$ cat config.mk
export PLATFORM = sky130hd
export DESIGN_NAME = pixel_stream_proc_flat
export DESIGN_NICKNAME = d
export VERILOG_FILES = /design/src/rtl/pixel_stream_proc_if.sv /design/src/rtl/pixel_stream_proc.sv /design/src/flat_wrapper.sv
export SDC_FILE = /design/constraint.sdc
export NUM_CORES = 1
export LEC_CHECK = 0
export ABC_AREA = 1
export BUFFER_PORTS_ARGS = -buffer_cell sky130_fd_sc_hd__clkbuf_2
export CORE_MARGIN = 1
export CORE_UTILIZATION = 45
export DETAILED_ROUTE_END_ITERATION = 12
export HOLD_SLACK_MARGIN = 0.15
export PLACE_DENSITY = 0.69
export SETUP_SLACK_MARGIN = 0.05
export SLEW_MARGIN = 40
export SYNTH_ARGS = -nofsm -noshare
export SYNTH_HDL_FRONTEND = slang
export SYNTH_SLANG_ARGS = --single-unit
$ cat constraint.sdc
create_clock -name clk -period 3.05 [get_ports clk]
set_input_delay 0.1525 -clock clk [delete_from_list [all_inputs] [get_ports clk]]
set_output_delay 0.1525 -clock clk [all_outputs]
set_load 0.03 [all_outputs]
$ cat src/rtl/pixel_stream_proc_if.sv
// Bus bundle for pixel_stream_proc: job control, source RAM read port and
// destination RAM write port.
interface pixel_stream_proc_if #(
  parameter int ADDR_BITS = 10,
  parameter int CH_BITS   = 8,
  parameter int CHANNELS  = 3
);
  localparam int P = CH_BITS * CHANNELS;

  logic                 start;
  logic [1:0]           mode;
  logic [CH_BITS-1:0]   thresh;
  logic [ADDR_BITS-1:0] base;
  logic [ADDR_BITS:0]   count;
  logic [ADDR_BITS-1:0] src_addr;
  logic [P-1:0]         src_data;
  logic [ADDR_BITS-1:0] dst_addr;
  logic [P-1:0]         dst_data;
  logic                 dst_we;
  logic                 busy;
  logic                 done;
  logic [ADDR_BITS:0]   processed;

  modport master (
    output start, mode, thresh, base, count, src_data,
    input  src_addr, dst_addr, dst_data, dst_we, busy, done, processed
  );

  modport slave (
    input  start, mode, thresh, base, count, src_data,
    output src_addr, dst_addr, dst_data, dst_we, busy, done, processed
  );
endinterface

$ cat src/rtl/pixel_stream_proc.sv
// Per-pixel stream processor: reads count pixels from a source RAM starting at
// base, applies copy/grey/invert/threshold, and writes them to a destination RAM.
module pixel_stream_proc #(
  parameter int ADDR_BITS = 10,
  parameter int CH_BITS   = 8,
  parameter int CHANNELS  = 3
) (
  input logic               clk,
  input logic               reset,
  pixel_stream_proc_if.slave bus
);
  localparam int P = CH_BITS * CHANNELS;

  typedef enum logic [2:0] {IDLE, READ, APPLY, WRITE, NEXT, FIN} state_t;

  state_t               state;
  logic [1:0]           mode_r;
  logic [CH_BITS-1:0]   thresh_r;
  logic [ADDR_BITS-1:0] base_r;
  logic [ADDR_BITS:0]   count_r;
  logic [ADDR_BITS:0]   index;
  logic [ADDR_BITS:0]   index_nxt;
  logic [P-1:0]         result;

  assign index_nxt    = index + 1'b1;
  assign bus.dst_data = result;

  // Missing channels (CHANNELS<3) shift in as zero, so they read as 0.
  function automatic logic [P-1:0] apply_op(input logic [1:0]         op,
                                            input logic [CH_BITS-1:0] th,
                                            input logic [P-1:0]       pix);
    logic [CH_BITS-1:0] c0, c1, c2, y;
    logic [CH_BITS+1:0] sum;
    logic [P-1:0]       res;
    c0  = CH_BITS'(pix);
    c1  = CH_BITS'(pix >> CH_BITS);
    c2  = CH_BITS'(pix >> (2 * CH_BITS));
    sum = {2'b00, c0} + {1'b0, c1, 1'b0} + {2'b00, c2};
    y   = sum[CH_BITS+1:2];
    res = '0;
    case (op)
      2'd0: res = pix;
      2'd1: for (int unsigned ch = 0; ch < CHANNELS; ch++) res[ch*CH_BITS +: CH_BITS] = y;
      2'd2: res = ~pix;
      default: res = (y >= th) ? '1 : '0;
    endcase
    return res;
  endfunction

  // src_addr is loaded on the edge entering READ so it is valid throughout READ.
  always_ff @(posedge clk or posedge reset) begin
    if (reset) begin
      state         <= IDLE;
      mode_r        <= '0;
      thresh_r      <= '0;
      base_r        <= '0;
      count_r       <= '0;
      index         <= '0;
      result        <= '0;
      bus.src_addr  <= '0;
      bus.dst_addr  <= '0;
      bus.dst_we    <= 1'b0;
      bus.busy      <= 1'b0;
      bus.done      <= 1'b0;
      bus.processed <= '0;
    end else begin
      case (state)
        IDLE: begin
          if (bus.start) begin
            mode_r        <= bus.mode;
            thresh_r      <= bus.thresh;
            base_r        <= bus.base;
            count_r       <= bus.count;
            index         <= '0;
            bus.processed <= '0;
            bus.src_addr  <= bus.base;
            bus.busy      <= 1'b1;
            if (bus.count == '0) begin
              bus.done <= 1'b1;
              state    <= FIN;
            end else begin
              state <= READ;
            end
          end
        end
        READ: state <= APPLY;
        APPLY: begin
          result       <= apply_op(mode_r, thresh_r, bus.src_data);
          bus.dst_addr <= bus.src_addr;
          bus.dst_we   <= 1'b1;
          state        <= WRITE;
        end
        WRITE: begin
          bus.dst_we <= 1'b0;
          state      <= NEXT;
        end
        NEXT: begin
          index         <= index_nxt;
          bus.processed <= bus.processed + 1'b1;
          if (index_nxt < count_r) begin
            bus.src_addr <= base_r + index_nxt[ADDR_BITS-1:0];
            state        <= READ;
          end else begin
            bus.done <= 1'b1;
            state    <= FIN;
          end
        end
        FIN: begin
          bus.done <= 1'b0;
          bus.busy <= 1'b0;
          state    <= IDLE;
        end
        default: state <= IDLE;
      endcase
    end
  end
endmodule
$ cat src/flat_wrapper.sv
// flat-port wrapper written by rule: the top's interface ports become plain ports
module pixel_stream_proc_flat 
#(
  parameter int ADDR_BITS = 10,
  parameter int CH_BITS   = 8,
  parameter int CHANNELS  = 3
)
  (clk, reset, bus_start, bus_mode, bus_thresh, bus_base, bus_count, bus_src_data, bus_src_addr, bus_dst_addr, bus_dst_data, bus_dst_we, bus_busy, bus_done, bus_processed);
  pixel_stream_proc_if #(.ADDR_BITS(ADDR_BITS), .CH_BITS(CH_BITS), .CHANNELS(CHANNELS)) bus_i ();
  input logic clk;
  input logic reset;
  input wire logic [$bits(bus_i.start)-1:0] bus_start;
  input wire logic [$bits(bus_i.mode)-1:0] bus_mode;
  input wire logic [$bits(bus_i.thresh)-1:0] bus_thresh;
  input wire logic [$bits(bus_i.base)-1:0] bus_base;
  input wire logic [$bits(bus_i.count)-1:0] bus_count;
  input wire logic [$bits(bus_i.src_data)-1:0] bus_src_data;
  output wire logic [$bits(bus_i.src_addr)-1:0] bus_src_addr;
  output wire logic [$bits(bus_i.dst_addr)-1:0] bus_dst_addr;
  output wire logic [$bits(bus_i.dst_data)-1:0] bus_dst_data;
  output wire logic [$bits(bus_i.dst_we)-1:0] bus_dst_we;
  output wire logic [$bits(bus_i.busy)-1:0] bus_busy;
  output wire logic [$bits(bus_i.done)-1:0] bus_done;
  output wire logic [$bits(bus_i.processed)-1:0] bus_processed;
  assign bus_i.start = bus_start;
  assign bus_i.mode = bus_mode;
  assign bus_i.thresh = bus_thresh;
  assign bus_i.base = bus_base;
  assign bus_i.count = bus_count;
  assign bus_i.src_data = bus_src_data;
  assign bus_src_addr = bus_i.src_addr;
  assign bus_dst_addr = bus_i.dst_addr;
  assign bus_dst_data = bus_i.dst_data;
  assign bus_dst_we = bus_i.dst_we;
  assign bus_busy = bus_i.busy;
  assign bus_done = bus_i.done;
  assign bus_processed = bus_i.processed;
  pixel_stream_proc #(.ADDR_BITS(ADDR_BITS), .CH_BITS(CH_BITS), .CHANNELS(CHANNELS)) u_core (.clk(clk), .reset(reset), .bus(bus_i));
endmodule
# Word-level counts from Yosys, hierarchy flattened
# Cells that the tools add are included.
dict set report op_classes {
  magnitude_cmp 2
  shift 0
  mux 19
  bitwise_logic 1
  n_reduce_logical 12
  eq_ne 11
  add_sub_neg 5
  mul 0
  div 0
}
# operator count
set op_table {}
lappend op_table {{$pmux 24 s3} 1}
lappend op_table {{$pmux 11 s2} 2}
lappend op_table {{$mux 24} 1}
lappend op_table {{$not 24->24} 1}
lappend op_table {{$add 11x1->11 const B} 2}
lappend op_table {{$mux 10} 2}
lappend op_table {{$pmux 10 s2} 1}
lappend op_table {{$pmux 3 s5} 1}
lappend op_table {{$logic_not 11->1} 1}
lappend op_table {{$lt 11x11->1} 1}
lappend op_table {{$mux 11} 1}
lappend op_table {{$add 10x10->10} 1}
lappend op_table {{$add 10x8->10} 1}
lappend op_table {{$add 8x9->10} 1}
lappend op_table {{$mux 3} 3}
lappend op_table {{$ge 8x8->1} 1}
lappend op_table {{$eq 3x2->1 const B} 2}
lappend op_table {{$eq 3x3->1 const B} 2}
lappend op_table {{$reduce_and 2->1} 3}
lappend op_table {{$reduce_bool 2->1} 3}
lappend op_table {{$mux 1} 4}
lappend op_table {{$ne 2x1->1 const B} 2}
lappend op_table {{$ne 2x2->1 const B} 2}
lappend op_table {{$pmux 1 s2} 2}
lappend op_table {{9 further kinds} 9}
dict set report word_totals {
  out_inout_bits 58
  ramBits 0
  mem_bits_ro 0
  n_memories 0
  wordCells 63
  latch_bits 0
  ff_bits 103
}

# Depth between registers and ports, before layout
# Gate-level depths: netlist of the first run.
dict set report depth {
  depth_word 5
  mapped_depth 20
}

# Least setup slack after synthesis of the first run
# OpenSTA, ideal clock, no wires.
dict set report synth_path {
  path_type {in2reg}
  startpoint {in bus_src_data[1]}
  endpoint {reg u_core.result[10] (netlist: u_core.bus.dst_data[10])}
  setup_ps 141
  required_ps 2909
  slack_ps 74
  path_stages 17
  arrival_ps 2834
  path_cell_list {inv_1 > fa_1 > nor2_1 > inv_1 > fa_1 > inv_1 > nand4_1 > nand3_1 > nand2_1 > and2_1 > ha_1 > a21oi_1 > o21a_1 > nand3_1 > nand2_1 > clkbuf_1 > a31oi_1}
}
dict set report synth_between {
  elab_chain_len 5
}
# element line
set synth_lines {}
lappend synth_lines {{from (decl)} flat_wrapper.sv:17} ;# input wire logic [$bits(bus_i.src_data)-1:0] bus_src_data;
lappend synth_lines {{$add 8x9->10 *} pixel_stream_proc.sv:38} ;# sum = {2'b00, c0} + {1'b0, c1, 1'b0} + {2'b00, c2};
lappend synth_lines {{$add 10x8->10 *} pixel_stream_proc.sv:38}
lappend synth_lines {{$ge 8x8->1} pixel_stream_proc.sv:45} ;# default: res = (y >= th) ? '1 : '0;
lappend synth_lines {{$mux 24} pixel_stream_proc.sv:45}
lappend synth_lines {{$pmux 24 s3 *} pixel_stream_proc.sv:41} ;# case (op)
lappend synth_lines {{to (signal assigned)} pixel_stream_proc.sv:88} ;# result <= apply_op(mode_r, thresh_r, bus.src_data);
lappend synth_lines {{to (decl)} pixel_stream_proc.sv:23} ;# logic [P-1:0] result;
# Every way passes the cells marked *; elsewhere a longest branch is shown, timed or not.
# A chain may end at the register's enable or synchronous reset.

# Final worst setup path of the first run
dict set report layout_path {
  startpoint {in bus_src_data[1]}
  endpoint {reg u_core.result[13] (netlist: u_core.bus.dst_data[13])}
}
# The elaborated chain is that of the path after synthesis.

==> results of run 1 <==
## critical path: cells and delay by family
kind | cells | cell delay (ns)
adder cells (fa/ha/maj) | 3 | 1.11
AND/OR/NAND/NOR | 8 | 0.86
buffers and inverters | 6 | 0.49
AO/OA/AOI/OAI | 3 | 0.36
## Yosys cell counts (3+ instances only)
library cell,count
nand2_1,212
dfrtp_1,103
inv_1,103
o21ai_0,72
nor2_1,48
a21oi_1,40
nand3_1,39
ha_1,36
xnor2_1,20
buf_2,11
xor2_1,10
fa_1,9
o21ai_1,8
or2_2,8
buf_4,7
clkbuf_1,7
nand4_1,7
nor3_1,7
o22ai_1,7
nand3b_1,6
a31oi_1,4
a32o_1,4
a22o_1,3
and2_1,3
inv_2,3
o21a_1,3
## area by class of cell
type | count | area (sq um) | share of cell area, %
Timing Repair Buffer | 164 | 1070 | 13.7
Tap cell | 176 | 220 | 2.83
Sequential cell | 103 | 2580 | 33.2
Multi-Input combinational cell | 563 | 3190 | 41.1
Inverter | 108 | 418 | 5.38
Clock buffer | 12 | 267 | 3.43
Clock inverter | 4 | 26.3 | 0.338
## how the worst max path moves through the flow
stage / slack (ns) / cells after the start / start / to
after floorplan: 0.07 / 17 / bus_src_data[1] / u_core.bus.dst_data[10]
final: 0.32 / 20 / bus_src_data[1] / u_core.bus.dst_data[13]
after CTS: 0.23 / 20 / bus_src_data[1] / u_core.bus.dst_data[13]
after global placement: -0.04 / 20 / bus_src_data[1] / u_core.bus.dst_data[5]
after global routing: 0.09 / 20 / bus_src_data[1] / u_core.bus.dst_data[21]
after detailed placement: -0.14 / 20 / bus_src_data[1] / u_core.bus.dst_data[13]
## flip-flops by register name, indices dropped and copies added (netlist names), 8 cells and up
| name | flops |
|---|---|
| u_core.base_r | 10 |
| u_core.bus.dst_data | 24 |
| u_core.bus.src_addr | 10 |
| u_core.bus.dst_addr | 10 |
| u_core.thresh_r | 8 |
| u_core.index | 11 |
| u_core.count_r | 11 |
| u_core.bus.processed | 11 |
## per-stage QoR
stage | total power [mW] | std cells | area [sq um] | setup WS (ns) | hold WS, ns
final | 7.07 | 1130 | 7770 | 0.317 | 0.194
after global routing | 7.69 | 1130 | 7770 | 0.0867 | 0.238
after CTS | 7.10 | 1128 | 7720 | 0.229 | 0.183
after detailed placement | 5.89 | 1080 | 7110 | -0.140 | 0.279
after global placement | 5.82 | 1080 | 7110 | -0.0359 | 0.359
after floorplan | 4.94 | 800 | 6320 | 0.0744 | 0.269
## where the power goes
part / internal, mW / switching, mW
combinational: 1.26 / 2.39
clock: 0.622 / 0.521
sequential: 1.92 / 0.362
## cells by family (layout without fill, tap and decap cells)
group	count (synthesis)	in the layout	synth area share [%]
xor+xnor	30	30	4.16
buf+inv	134	288	8.83
fa+ha+maj	45	45	9.98
flops	103	103	40.8
simple gates	341	341	23.4
compound gates	145	145	12.5
mux	2	2	0.317
## what timing repair did
action | 4_1_cts | 5_1_grt
hold endpoints to repair | 96 | 0
buffers inserted | 0 | 1
setup endpoints to repair | 0 | 14
resized for setup | 0 | 4
hold buffers | 32 | 0
## metal layers
metal	up-vias	wire (microns)
met5	-	0
met4	0	288
met3	21	614
met2	136	7310
met1	2580	7380
li1	2875	-
==> impl_metrics.csv, run 1 <==
group,metric,value,unit
timing,setup_viol,0,
synth,syn_area,6320,sq um
finish,nFillCells,1271,
floorplanning,initial_core_util,47.0,%
critical_path,reg2reg_depth,15,
grt,antenna_found_initial,0,
floorplanning,die-area,14500,sq um
finish,mostFrequentLayoutCell,"nand2_1",
grt,grt_pass1_wl,25500,microns
grt,grt_usage,22.5,%
synth,yosys_warnings,0,
floorplanning,fp-row-count,42,
critical_path,path_class,"in2reg",
finish,layout.nets,1052,
critical_path,crit_top_cell,"inv_1",
finish,final_layout_size_suffix_gt1_share,18.4,%
detailed_routing,drt-total-wl,15600,microns
grt,grt-busiest-layer,"met2",
critical_path,r2r_start,"u_core.index[1]",
grt,overflow,0,
critical_path,critPathMaxFanout,12,
synth,synth_edf_count,0,
power_and_ir_drop,peakVddDrop,363,uV
min_path,hold_class,"in2reg",
floorplanning,ioPinCount,116,
timing,hold_viol,0,
detailed_routing,wl_per_cell,13.8,microns
timing,finClkSkew,0.00726,ns
finish,syn2layout_area_growth,23.0,%
clock_tree,cts_made_buffers,9,
place,gp_congestion,0.902,
critical_path,cp_data_required_time,3.29,ns
grt,use_met3,2.92,%
timing,setup_tns,0,ns
critical_path,cp_data_arrival_time,2.97,ns
synth,ys.flop_type,"dfrtp_1",
detailed_routing,dr.pass1.iters,5,
synth,synth_nets,903,
floorplanning,core-area,13500,sq um
detailed_routing,viasPerCell,4.97,
critical_path,crit_chain,"clkbuf_2, inv_1, fa_1, nor2_2, inv_1, fa_2, inv_1, nand4_1, nand3_2, nand2_1, and2_1, ha_1, a21oi_1, o21a_1, nand3_1, nand2_2, buf_12, nand3_1, o21ai_0, inv_1",
synth,ys_seq_area_share,40.8,%
clock_tree,clkTransAtPathRegs,0.07,ns
synth,async_reset_ff_share,100,%
detailed_routing,antenna_left,0,
detailed_routing,drt_iter0_drc,333,
floorplanning,die_w,120,microns
synth,avgSynthCellArea,7.90,sq um
synth,synth_cell_types,40,
critical_path,crit_path_max_incr_delay,0.49,ns
timing,maxSlewHeadroom,52.6,%
floorplanning,die_h,120,microns
flow_run,drv_cap,0,
clock_tree,cts_max_level,3,
timing,rsz0062_at_grt,"no",
clock_tree,clkLatencyLatePin,0.35,ns
critical_path,r2r_slack,0.34,ns
critical_path,cp-end-kind,"flip-flop",
detailed_routing,dr_total_vias,5612,
synth,yosysTopAreaCellShare,40.8,%
place,io_buffers,115,
place,dp_hpwl,11200,microns
critical_path,cp-start-kind,"primary input",
synth,netlist_top_cells_area,"dfrtp_1, nand2_1, ha_1, inv_1, o21ai_0",
clock_tree,cts_sinks,103,
grt,use_met2,36.4,%
critical_path,slowest_stage,"fa_1",
finish,final_cell_mix,"nand2_1, clkbuf_2, dfrtp_1",
critical_path,r2r-end,"u_core.bus.src_addr[3]",
synth,synthCells,800,
min_path,holdPathEnd,"u_core.bus.dst_data[8]",
power_and_ir_drop,p_per_area,910,nW/um^2
power_and_ir_drop,leakage,4.17,nW
finish,post-route-util,57.7,%
clock_tree,cts_buffer_depth,2,
timing,timing.final.crit_share,89.6,%
min_path,worstHoldStart,"bus_src_data[8]",
detailed_routing,drc,0,
timing,finalMaxSlewViolations,0,
timing,timing.final.crit_period,2.73,ns
synth,synth_area_leader_cell,"dfrtp_1",
clock_tree,cts_tree,"built",
grt,grt_max_degree,67,
timing,fmax,0.366,GHz
synth,synth-seq-cells,103,
finish,diodes,0,
timing,worst_slew_pin_slew,0.710,ns
clock_tree,clock-root-buffer,"clkbuf_16",
grt,grt_pass1_vias,5364,
min_path,whs_path_depth,4,
run_status,status,"finished, final reports clean",
grt,grtUsageMet1,31.3,%
No activity file was read; power rests on OpenSTA's default activity.
==> run 2: changes to the inputs <==
Settings changed: MAX_ROUTING_LAYER from default to met4.
==> run 2 against run 1 <==
Against the previous run: clock skew increased by 0.0015 ns; combinational power about the same; count of clock-buffer cells in the layout increased by 2; hold slack got worse by 0.0092 ns; cell count about the same; power increased by 0.66%; clock power increased by 5%; fmax increased by 0.69%; non-clock buffer count increased by 1; largest power group unchanged; global-route usage increased by 0.90 points; die area unchanged; sequential power about the same.
==> impl_metrics.csv, run 2 (synthesized netlist as in run 1, its figures left out) <==
group,metric,value,unit
floorplanning,die_h,120,microns
clock_tree,clkLatencyLatePin,0.36,ns
critical_path,path_class,"in2reg",
min_path,holdPathEnd,"u_core.bus.dst_data[8]",
detailed_routing,drt_iter0_drc,310,
timing,worst_slew_pin_slew,0.698,ns
grt,grt_pass1_vias,5398,
finish,stdcell_count,1131,
min_path,whs_path_depth,4,
flow_run,drv_cap,0,
timing,maxSlewHeadroom,53.5,%
critical_path,r2r_slack,0.39,ns
run_status,status,"finished, final reports clean",
detailed_routing,viasPerCell,5.02,
detailed_routing,drc,0,
finish,layout.nets,1053,
clock_tree,cts_sinks,103,
floorplanning,ioPinCount,116,
finish,largest_reg_flops,24,
power_and_ir_drop,internal-power,3.87,mW
place,postPlaceCellArea,7120,sq um
timing,finClkSkew,0.00872,ns
floorplanning,initial_core_util,47.0,%
critical_path,cp_data_required_time,3.35,ns
critical_path,crit_family,"simple AND/OR/NAND/NOR gates",
place,dp_hpwl,11200,microns
power_and_ir_drop,leakage,4.17,nW
power_and_ir_drop,seq_power_share,31.9,%
grt,overflow,0,
power_and_ir_drop,pwr-share-clk,16.8,%
grt,grt_usage,23.4,%
detailed_routing,drt-total-wl,15600,microns
detailed_routing,dr.pass1.iters,5,
grt,grt_max_degree,68,
floorplanning,die-area,14500,sq um
critical_path,crit_top_cell,"nand2_1",
power_and_ir_drop,p_per_area,914,nW/um^2
critical_path,crit_path_max_incr_delay,0.48,ns
timing,setup_viol,0,
clock_tree,clkTransAtPathRegs,0.06,ns
place,gp_congestion,0.901,
grt,grt_pass1_wl,25600,microns
grt,antenna_found_initial,0,
critical_path,critPathBufInv,2,
clock_tree,cts_buffer_depth,2,
critical_path,critPathMaxFanout,12,
clock_tree,clock-root-buffer,"clkbuf_16",
timing,hold_viol,0,
floorplanning,die_w,120,microns
power_and_ir_drop,switchingPower,3.25,mW
critical_path,r2r-end,"u_core.bus.src_addr[0]",
detailed_routing,wl_per_cell,13.8,microns
clock_tree,cts_tree,"built",
timing,finalMaxSlewViolations,0,
timing,timing.final.crit_share,89.0,%
timing,timing.final.crit_period,2.71,ns
timing,setup_tns,0,ns
place,place_ws,-0.143,ns
min_path,hold_class,"in2reg",
finish,syn2layout_area_growth,23.3,%
timing,setup_ws,0.336,ns
place,dp_cells,1081,
finish,diodes,0,
power_and_ir_drop,peakVddDrop,423,uV
detailed_routing,antenna_left,0,
critical_path,crit_chain,"clkbuf_2, fa_1, ha_1, nand2_1, or2_2, nand3_1, nand2_1, and2_1, ha_1, nand2_1, nor2_2, nand4_1, nand3_1, nand2_2, buf_12, nand3_1, nand2_1, nand2_1",
critical_path,crit_start,"bus_src_data[4]",
timing,fmax,0.368,GHz
floorplanning,fp-row-count,42,
floorplanning,core-area,13500,sq um
power_and_ir_drop,p_sw_share,45.7,%
critical_path,cp-start-kind,"primary input",
power_and_ir_drop,power.share.combinational,51.2,%
critical_path,r2r_start,"u_core.index[1]",
clock_tree,cts_max_level,3,
place,io_buffers,115,
clock_tree,cts_made_buffers,9,
min_path,worstHoldStart,"bus_src_data[8]",
critical_path,slowest_stage,"fa_1",
detailed_routing,dr_total_vias,5678,
finish,final_cell_mix,"nand2_1, clkbuf_2, dfrtp_1",
critical_path,reg2reg_depth,15,
critical_path,cp-end-kind,"flip-flop",
finish,postLayoutCellArea,7790,sq um
finish,mostFrequentLayoutCell,"nand2_1",
finish,final_layout_size_suffix_gt1_share,18.3,%
critical_path,cp_data_arrival_time,3.01,ns
timing,rsz0062_at_grt,"no",
-- run 2: layout make-up --
cell class / count / area (sq um)
clock inverters: 2 / 38.8
repair buffers: 165 / 1070
clock buffers: 14 / 264
flip-flops and latches: 103 / 2580
fillers: 1272 / 5660
multi-input cells: 563 / 3200
well taps: 176 / 220
inverters: 108 / 418
-- run 2: worst max-delay path by stage --
stage,end,cells after the start
after floorplan,u_core.bus.dst_data[10],17
after global placement,u_core.bus.dst_data[5],20
after detailed placement,u_core.bus.dst_data[19],20
after CTS,u_core.bus.dst_data[11],20
after global routing,u_core.bus.dst_data[21],18
final,u_core.bus.dst_data[11],18
-- run 2: power by group through the flow --
stage / combinational, mW / clock, mW / sequential, mW
after CTS: 3.64 / 1.22 / 2.27
after detailed placement: 3.61 / 0 / 2.28
after global routing: 4.11 / 1.28 / 2.34
final: 3.65 / 1.20 / 2.27
after global placement: 3.53 / 0 / 2.29
after floorplan: 2.14 / 0 / 2.80
-- run 2: tightest hold or removal path, delay by kind of cell --
kind / cells / cell delay [ns]
AO/OA/AOI/OAI: 2 / 0.21
AND/OR/NAND/NOR: 1 / 0.05
buffers and inverters: 1 / 0.09
-- run 2: per-stage QoR --
step / total power, mW / utilization [%] / hold slack (ns)
5_1_grt: 7.73 / 57.9 / 0.231
2_1_floorplan: 4.94 / - / 0.269
3_5_place_dp: 5.89 / 52.9 / 0.284
4_1_cts: 7.13 / 57.5 / 0.179
3_3_place_gp: 5.82 / 52.9 / 0.361
6_report: 7.12 / 57.9 / 0.185
-- run 2: timing repair --
item | 4_1_cts | 5_1_grt
setup buffers | 0 | 1
gates resized for setup | 0 | 5
endpoints found under the setup margin | 0 | 23
endpoints found under the hold margin | 97 | 0
hold buffers | 32 | 0
-- run 2: per-layer routing --
metal	up-vias	share of wire, %	global-route usage (%)	routed length, microns
li1	2874	-	-	-
met1	2632	46	30.6	7180
met2	150	47	36.9	7360
met3	22	4.7	4.10	729
met4	0	1.9	7.87	299
met5	-	0	-	0
==> run 3: changes to the inputs <==
Settings changed: CORE_UTILIZATION 45 to 51, PLACE_DENSITY 0.69 to 0.77.
==> run 3 against run 2 <==
Against the previous run: hold slack improved by 0.0076 ns; global-route usage rose by 2.6 points; power fell by 0.30%; die area fell by 12%; setup slack got worse by 0.088 ns; register-to-register slack got worse by 0.03 ns; routed wire length fell by 0.86%; cell count fell by 0.88%; count of clock-buffer cells in the layout fell by 5; critical path type unchanged; largest cell class unchanged.
==> impl_metrics.csv, run 3 (synthesized netlist as in run 1, its figures left out) <==
group,metric,value,unit
run_status,status,"finished, final reports clean",
timing,fmax,0.357,GHz
clock_tree,cts_made_buffers,9,
critical_path,path_class,"in2reg",
detailed_routing,dr_total_vias,5673,
detailed_routing,wl_per_cell,13.8,microns
clock_tree,clock-root-buffer,"clkbuf_16",
clock_tree,clkTransAtPathRegs,0.08,ns
finish,nFillCells,1052,
min_path,hold_class,"in2reg",
critical_path,cp_data_required_time,3.30,ns
critical_path,slowest_stage,"fa_1",
place,postPlaceCellArea,7090,sq um
finish,syn2layout_area_growth,22.3,%
power_and_ir_drop,p_per_area,918,nW/um^2
finish,largest_reg_flops,24,
detailed_routing,drt-total-wl,15400,microns
critical_path,crit_path_max_incr_delay,0.49,ns
timing,timing.final.crit_share,91.9,%
critical_path,cp_data_arrival_time,3.05,ns
power_and_ir_drop,leakage,4.15,nW
timing,hold_ws,0.192,ns
grt,grt_usage,26.0,%
clock_tree,cts_sinks,103,
flow_run,drv_cap,0,
timing,finClkSkew,0.0107,ns
timing,hold_viol,0,
critical_path,crit_chain,"clkbuf_2, inv_1, fa_1, nor2_1, inv_1, fa_2, inv_1, nand4_1, nand3_1, nand2_1, and2_1, ha_1, a21oi_1, o21a_1, nand3_1, nand2_1, buf_6, nand3b_1, nand2_1, inv_1",
critical_path,critPathMaxFanout,12,
finish,multi_input_area,3190,sq um
place,gp_congestion,0.868,
timing,setup_viol,0,
detailed_routing,drc,0,
timing,rsz0062_at_grt,"no",
grt,antenna_found_initial,0,
finish,postLayoutCellArea,7730,sq um
floorplanning,core-area,12100,sq um
timing,finalMaxSlewViolations,0,
clock_tree,cts_buffer_depth,2,
finish,diodes,0,
floorplanning,die-area,12800,sq um
floorplanning,die_w,113,microns
finish,mostFrequentLayoutCell,"nand2_1",
critical_path,crit_top_cell,"inv_1",
power_and_ir_drop,peakVddDrop,618,uV
grt,grt_pass1_wl,25400,microns
finish,final_cell_mix,"nand2_1, clkbuf_2, dfrtp_1",
detailed_routing,antenna_left,0,
clock_tree,cts_max_level,3,
detailed_routing,viasPerCell,5.06,
floorplanning,die_h,113,microns
clock_tree,clkLatencyLatePin,0.36,ns
timing,worst_slew_pin_slew,0.701,ns
timing,timing.final.crit_period,2.80,ns
detailed_routing,dr.pass1.iters,5,
detailed_routing,drt_iter0_drc,328,
floorplanning,ioPinCount,116,
critical_path,cp-end-kind,"flip-flop",
timing,maxSlewHeadroom,53.3,%
clock_tree,cts_tree,"built",
place,dp_hpwl,11000,microns
finish,seq_area,2580,sq um
finish,final_layout_size_suffix_gt1_share,18.2,%
place,io_buffers,115,
floorplanning,initial_core_util,52.4,%
grt,overflow,0,
floorplanning,fp-row-count,40,
finish,layout.nets,1051,
critical_path,cp-start-kind,"primary input",
grt,grt_pass1_vias,5335,
grt,grt_max_degree,61,
-- run 3: per-layer routing --
| layer | vias to the layer above | global-route usage, % | wire length (microns) |
|---|---|---|---|
| li1 | 2875 | - | - |
| met4 | 0 | 7.28 | 256 |
| met5 | - | - | 0 |
| met1 | 2627 | 32.2 | 7010 |
| met2 | 151 | 43.5 | 7540 |
| met3 | 20 | 5.09 | 628 |
-- run 3: worst paths after layout --
check	startpoint	to	slack (ns)	depth (start not counted)
max reg2reg	u_core.index[1]	u_core.bus.src_addr[4]	0.36	15
min reg2reg	u_core.bus.processed[10]	u_core.bus.processed[10]	0.48	1
max	bus_src_data[1]	u_core.bus.dst_data[4]	0.25	20
max in group asynchronous	reset	u_core.index[4]	1.92	4
min in group asynchronous	reset	u_core.bus.dst_addr[6]	0.40	3
min	bus_src_data[16]	u_core.bus.dst_data[16]	0.19	4
-- run 3: layout make-up --
cell class,instances,share of cell area [%]
clock buffer,9,2.91
clock inverter,7,1.00
inverter,108,5.37
multi-input combinational,563,41.2
sequential,103,33.3
tap,168,2.72
timing repair buffer,163,13.4
-- run 3: stage by stage --
step | TNS [ns] | total power, mW | utilization, % | cells | worst slack (ns)
6_report | 0 | 7.10 | 64.1 | 1121 | 0.248
4_1_cts | 0 | 7.11 | 64.0 | 1121 | 0.230
3_5_place_dp | -1.45 | 5.86 | 58.8 | 1073 | -0.122
3_3_place_gp | -0.252 | 5.78 | 58.8 | 1073 | -0.0401
2_1_floorplan | 0 | 4.94 | - | 800 | 0.0744
5_1_grt | 0 | 7.71 | 64.1 | 1121 | 0.00358
-- run 3: what timing repair did --
action,CTS,global route
gates resized for setup,0,5
buffers inserted,0,0
hold buffers,32,0
setup endpoints to repair,0,27
hold endpoints to repair,75,0
-- run 3: worst max-delay path, delay by kind of cell --
| kind | cells | cell delay [ns] |
|---|---|---|
| adders and majority gates | 3 | 1.14 |
| and+or+nand+nor | 9 | 0.94 |
| buffers and inverters | 6 | 0.52 |
| AOI/OAI and AO/OA | 2 | 0.28 |
-- run 3: where the power goes --
| group | leakage (nW) | internal [mW] | switching (mW) |
|---|---|---|---|
| clock | 0.152 | 0.647 | 0.543 |
| combinational | 2.72 | 1.24 | 2.38 |
| sequential | 1.28 | 1.92 | 0.364 |
| total | 4.15 | 3.81 | 3.29 |
